## config.mk

```make
export PLATFORM = sky130hd
export DESIGN_NAME = pipe_ctrl
export DESIGN_NICKNAME = d
export VERILOG_FILES = /design/src/rtl/pipe_ctrl.sv
export SDC_FILE = /design/constraint.sdc
export NUM_CORES = 1
export LEC_CHECK = 0
export ABC_AREA = 1
export CAP_MARGIN = 20
export CORE_ASPECT_RATIO = 0.7
export CORE_MARGIN = 1
export CORE_UTILIZATION = 50
export CTS_CLUSTER_DIAMETER = 40
export DETAILED_ROUTE_END_ITERATION = 6
export GPL_TIMING_DRIVEN = 1
export PLACE_DENSITY = 0.87
export SLEW_MARGIN = 20
export SYNTH_ARGS = -nofsm -noshare
export SYNTH_HDL_FRONTEND = slang
export SYNTH_SLANG_ARGS = --single-unit
export TNS_END_PERCENT = 100
```

## constraint.sdc

```tcl
create_clock -name clk -period 4.8 [get_ports clk]
set_input_delay 0.72 -clock clk [delete_from_list [all_inputs] [get_ports clk]]
set_output_delay 0.72 -clock clk [all_outputs]
set_load 0.05 [all_outputs]
```

## src/rtl/pipe_ctrl.sv

```systemverilog
// Pipeline hazard controller: per-stage stall vector, exception flush/redirect,
// debug halt with bounded drain, stall statistics and a consecutive-stall watchdog.
module pipe_ctrl #(
    parameter int unsigned STALL_LIMIT  = 1024,
    parameter int unsigned DRAIN_CYCLES = 4
) (
    input  logic        clk,
    input  logic        rst,
    input  logic        stallreq_if,
    input  logic        stallreq_id,
    input  logic        stallreq_ex,
    input  logic        stallreq_mem,
    input  logic        exc_req_i,
    input  logic [31:0] exc_vector_i,
    input  logic        halt_req_i,
    output logic [5:0]  stall_o,
    output logic        flush_o,
    output logic [31:0] new_pc_o,
    output logic        halted_o,
    output logic [31:0] stall_cnt_o,
    output logic        stall_timeout_o
);

    typedef enum logic [1:0] {RUN, FLUSH, DRAIN, HALTED} state_t;

    state_t      state;
    logic [5:0]  req_vec;
    logic [31:0] drain_cnt;
    logic [31:0] consec_cnt;

    // Deepest stalling stage wins; everything upstream of it holds too.
    always_comb begin
        req_vec = 6'b000000;
        if (stallreq_mem)     req_vec = 6'b011111;
        else if (stallreq_ex) req_vec = 6'b001111;
        else if (stallreq_id) req_vec = 6'b000111;
        else if (stallreq_if) req_vec = 6'b000011;
    end

    always_comb begin
        stall_o = req_vec;
        case (state)
            RUN:     stall_o = req_vec;
            FLUSH:   stall_o = 6'b000000;
            DRAIN:   stall_o = {req_vec[5:2], 2'b11};
            HALTED:  stall_o = 6'b111111;
            default: stall_o = req_vec;
        endcase
    end

    always_ff @(posedge clk or posedge rst) begin
        if (rst) begin
            state           <= RUN;
            flush_o         <= 1'b0;
            new_pc_o        <= 32'd0;
            halted_o        <= 1'b0;
            stall_cnt_o     <= 32'd0;
            stall_timeout_o <= 1'b0;
            drain_cnt       <= 32'd0;
            consec_cnt      <= 32'd0;
        end else begin
            if (stall_o[0] && (state == RUN || state == DRAIN))
                stall_cnt_o <= stall_cnt_o + 32'd1;

            case (state)
                RUN: begin
                    if (stall_o != 6'd0) begin
                        if (consec_cnt < 32'(STALL_LIMIT))
                            consec_cnt <= consec_cnt + 32'd1;
                        if (consec_cnt + 32'd1 >= 32'(STALL_LIMIT))
                            stall_timeout_o <= 1'b1;
                    end else begin
                        consec_cnt <= 32'd0;
                    end
                    if (exc_req_i) begin
                        flush_o  <= 1'b1;
                        new_pc_o <= exc_vector_i;
                        state    <= FLUSH;
                    end else if (halt_req_i) begin
                        drain_cnt <= 32'd0;
                        state     <= DRAIN;
                    end
                end
                FLUSH: begin
                    flush_o    <= 1'b0;
                    consec_cnt <= 32'd0;
                    drain_cnt  <= 32'd0;
                    state      <= halt_req_i ? DRAIN : RUN;
                end
                DRAIN: begin
                    if (exc_req_i) begin
                        flush_o   <= 1'b1;
                        new_pc_o  <= exc_vector_i;
                        drain_cnt <= 32'd0;
                        state     <= FLUSH;
                    end else if (!halt_req_i) begin
                        drain_cnt <= 32'd0;
                        state     <= RUN;
                    end else if (!stallreq_ex && !stallreq_mem) begin
                        // Only cycles where EX/MEM make progress count toward the drain.
                        if (drain_cnt + 32'd1 >= 32'(DRAIN_CYCLES)) begin
                            drain_cnt <= 32'd0;
                            halted_o  <= 1'b1;
                            state     <= HALTED;
                        end else begin
                            drain_cnt <= drain_cnt + 32'd1;
                        end
                    end
                end
                HALTED: begin
                    if (!halt_req_i) begin
                        halted_o <= 1'b0;
                        state    <= RUN;
                    end
                end
                default: state <= RUN;
            endcase
        end
    end

endmodule

```

* Word level (Yosys, flattened, before mapping)
Cells that the tools add are included. W data, S select, Z words.
Word-level totals: flip-flop bits (word level) 133, bits of input ports 40, output and inout port bits 73, logic and storage cells 80
Cells by class: $add $sub $neg 3, $lt $le $gt $ge 3, equal/unequal tests 15, mux-type cells 32, reductions and logical operators 19
Operators by type and width (count):
- $mux W32 | 8
- $add A32 B1 Y32 const B | 3
- $pmux W32 S3 | 1
- $pmux W32 S2 | 1
- $ge A32 B11 Y1 const B | 1
- $ge A32 B3 Y1 const B | 1
- $lt A32 B11 Y1 const B | 1
- $pmux W6 S4 | 1
- $mux W2 | 9
- $ne A2 B2 Y1 const B | 5
- $ne A4 B3 Y1 const B | 2
- $pmux W2 S4 | 1
- $reduce_and A4 Y1 | 2
- $mux W1 | 6
- $ne A2 B1 Y1 const B | 3
- $reduce_and A2 Y1 | 3
- $reduce_and A6 Y1 | 1
- $reduce_bool A2 Y1 | 3
- $reduce_bool A6 Y1 | 1
- $mux W5 | 1
- $eq A2 B2 Y1 const B | 2
- $mux W4 | 1
- $pmux W1 S2 | 2
- $mux W3 | 1
- 10 further kinds | 12

* Depth between registers and ports, before layout
depth after elaboration 8, gate-level depth with buffers 16, gate-level depth less buffers 16

* Worst setup path after synthesis
OpenSTA, ideal clock, no wires.
path type in2out, from input stallreq_ex, to output stall_o[2], arrival 1.947 ns, data required time 4.080 ns, slack 2.133 ns, stages on the path 3, path buffers 0, path through or2_1 nor2_1 o21ai_0
Between the ends: cells in the longest elaborated chain, start to end 3
Ends and longest elaborated chain:
- start: declaration | RTL line 11 | input logic stallreq_ex,
- $mux W4 | RTL line 35 | else if (stallreq_ex) req_vec = 6'b001111;
- $mux W5 | RTL line 34 | if (stallreq_mem) req_vec = 6'b011111;
- $pmux W6 S4 | RTL line 42 | case (state)
- end: declaration | RTL line 16 | output logic [5:0] stall_o,
Every way passes these cells.

* Worst setup path in the final report
from input stallreq_mem, to output stall_o[1]
Between the ends: cells in the longest elaborated chain, start to end 2
Ends and longest elaborated chain:
- start: declaration | RTL line 12 | input logic stallreq_mem,
- $mux W5 | RTL line 34
- $pmux W6 S4 | RTL line 42
Every way passes these cells.

==> impl_metrics.py <==
metrics = {
    "floorplan": {
        "ios": 113,
        "die-area_sq_um": 15000,
        "start_util": 0.517,
        "die_x_microns": 146,
        "fp-row-count": 36,
        "die_height_microns": 103,
        "coreArea_sq_um": 14000,
    },
    "synth": {
        "syn_area_sq_um": 7240,
        "ys_warn_count": 0,
        "synth_fp_nets": 1041,
        "syn_avg_cell_area_sq_um": 7.25,
        "ys_seq_area_frac": 0.460,
        "ys_ff_latch": 133,
        "synthCells": 998,
        "synth_cell_types": 33,
    },
    "pwr": {
        "seq_power_share": 0.324,
        "combPwrFrac": 0.385,
        "switching_power_mw": 1.94,
        "switching_share": 0.427,
        "powerDensity_nw_per_um2": 496,
        "power_leakage_nw": 4.26,
        "intPower_mw": 2.60,
        "clkPwrFrac": 0.291,
        "vdd_drop_max_mv": 0.535,
    },
    "timing": {
        "skew_ps": 12.3,
        "maxSlewHeadroom": 0.359,
        "fin_crit_sh": 0.715,
        "worstMarginPinSlew_ps": 962,
        "rsz0062_at_grt": "no",
        "finalHoldViolations": 0,
        "slew_violations": 0,
        "fin_crit_ps": 3430,
        "fin_tns_setup_ps": 0,
        "fmax_ghz": 0.291,
        "setup_viol_count_final": 0,
    },
    "critical_path": {
        "arrival_ps": 2710,
        "cp-startpoint": "stallreq_mem",
        "critical-path-slowest-cell": "clkdlybuf4s50_1",
        "rr_worst_depth": 13,
        "slowest_delay_ps": 710,
        "crit_required_ps": 4080,
        "crit_path_end_kind": "primary output",
        "worstSetupStartpointType": "input pin",
        "reg2reg_slack_ps": 2000,
        "critPathMaxFanout": 6,
        "regToRegStartpoint": "consec_cnt[2]",
        "worstSetupPathType": "in2out",
        "crit_path_end": "stall_o[1]",
        "r2r-end": "stall_timeout_o",
        "worstPathCellList": "clkdlybuf4s50_1 -> or2_1 -> nor2_1 -> nand2_1 -> nand2_1 -> inv_2 -> clkdlybuf4s50_1",
    },
    "detailed_routing": {
        "dr.pass1.iters": 6,
        "wl_per_cell_microns": 14.3,
        "vias_per_cell": 5.20,
        "drt-total-wl_microns": 18900,
        "drc_errors": 0,
        "drtIter0Drc": 613,
        "ant_nets": 0,
        "dr_total_vias": 6866,
    },
    "global_route": {
        "grt-ovfl-total": 0,
        "grt_max_degree": 113,
        "grt_pass1_wl_microns": 31300,
        "grtUsageTotal": 0.263,
        "grt_pass1_vias": 6578,
        "antenna_found_initial": 0,
    },
    "cells_and_area": {
        "fillCellCount": 1092,
        "drive_gt1_frac": 0.0699,
        "layout_common_cells": "367 x nand2_1, 150 x nor2_1, 133 x dfrtp_1",
        "final_cells": 1320,
        "fin_nets": 1161,
        "diodes": 0,
        "layout_commonest_cell": "nand2_1",
        "syn2layout_area_growth_pct": 26.5,
    },
    "clock_tree": {
        "cts_root_buffer": "clkbuf_16",
        "holdBufCountCts": 0,
        "clkTransAtPathRegs_ps": 60,
        "cts_made_buffers": 17,
        "cts_sinks": 133,
        "cts_resized": 0,
        "post_cts_buffers": 0,
        "worstSkewPairLatency_ps": 420,
        "cts_htree_levels": 4,
        "cts_tree": "done",
        "clock_tree.buffer_depth": 2,
    },
    "placement": {
        "routabilityCongestion": 0.909,
        "dp.cells": 1289,
        "portBuffers": 112,
        "hpwl_microns": 12900,
    },
    "worst_hold_path": {
        "min_path_type": "reg2reg",
    },
    "run": {
        "cap_viol_max_count": 0,
    },
    "run_status": {
        "status": "complete, no violations",
    },
}
## cell usage after synthesis, drive strengths merged
cell type / count / share of area
a211oi: 1 / 0.0010
a21oi: 5 / 0.0035
and2: 1 / 0.00086
buf: 5 / 0.0041
clkbuf: 9 / 0.0047
clkinv: 1 / 0.00052
dfrtp: 133 / 0.46
ha: 3 / 0.0052
inv: 106 / 0.055
nand2: 375 / 0.20
nand3: 61 / 0.044
nand4: 22 / 0.019
nor2: 169 / 0.10
nor3: 31 / 0.025
nor3b: 1 / 0.0010
nor4: 5 / 0.0043
o21ai: 20 / 0.014
o22ai: 4 / 0.0035
o32a: 1 / 0.0014
or2: 4 / 0.0035
xnor2: 12 / 0.015
xor2: 29 / 0.035
## power groups by stage
stage	Combinational, mW	Sequential (mW)	Clock (mW)
2_1_floorplan	0.587	2.02	0
3_3_place_gp	1.69	1.47	0
3_5_place_dp	1.72	1.47	0
4_1_cts	1.75	1.47	1.33
5_1_grt	1.85	1.49	1.38
6_report	1.75	1.47	1.32
## metrics by stage
step                      power (mW)   util  hold slack, ps  instance area [sq um]  setup slack, ps
final                           4.54  0.654             471                   9160             1370
after global routing            4.73  0.654             492                   9160             1320
after CTS                       4.55  0.654             473                   9160             1390
after detailed placement        3.19  0.611             458                   8570             1460
after global placement          3.16  0.611             453                   8570             1490
after floorplan                 2.61      -             486                   7240              526
## worst min-delay path by stage
stage | start | to | slack, ps | depth (start not counted)
after floorplan | drain_cnt[31] | drain_cnt[31] | 490 | 2
final | new_pc_o[20] | new_pc_o[20] | 470 | 2
after CTS | new_pc_o[20] | new_pc_o[20] | 470 | 2
after global placement | new_pc_o[7] | new_pc_o[7] | 450 | 2
after detailed placement | new_pc_o[20] | new_pc_o[20] | 460 | 2
after global routing | new_pc_o[31] | new_pc_o[31] | 490 | 2
## state kept, by name, summed over array words and instances (netlist names)
| signal | flops |
|---|---|
| consec_cnt | 32 |
| drain_cnt | 32 |
| new_pc_o | 32 |
| stall_cnt_o | 32 |
| state | 2 |
| flush_o | 1 |
| halted_o | 1 |
| stall_timeout_o | 1 |
## cell families after synthesis
group | count (synthesis) | share of synthesized area
xor+xnor | 41 | 0.0496
fa+ha+maj | 3 | 0.00519
simple gates | 669 | 0.398
compound gates | 31 | 0.0232
flops | 133 | 0.460
buf+inv | 121 | 0.0643
## critical path, delay by kind of cell
family / cells / cell delay [ps]
AND/OR/NAND/NOR: 4 / 750
buffers and inverters: 3 / 1230
## routing by layer
layer,up-vias,GRT usage,share of wire
li1,3348,-,-
met1,3201,0.353,0.45
met4,0,0.0672,0.012
met2,283,0.435,0.46
met5,-,0,0
met3,34,0.0606,0.078
## layout make-up
class	instances	area, sq um	area share
sequential	133	3330	0.363
clock buffer	17	425	0.0465
clock inverter	14	165	0.0180
timing repair buffer	115	1140	0.125
multi-input combinational	744	3450	0.377
tap	190	238	0.0260
inverter	107	407	0.0444
(Power assumes the default switching activity.)
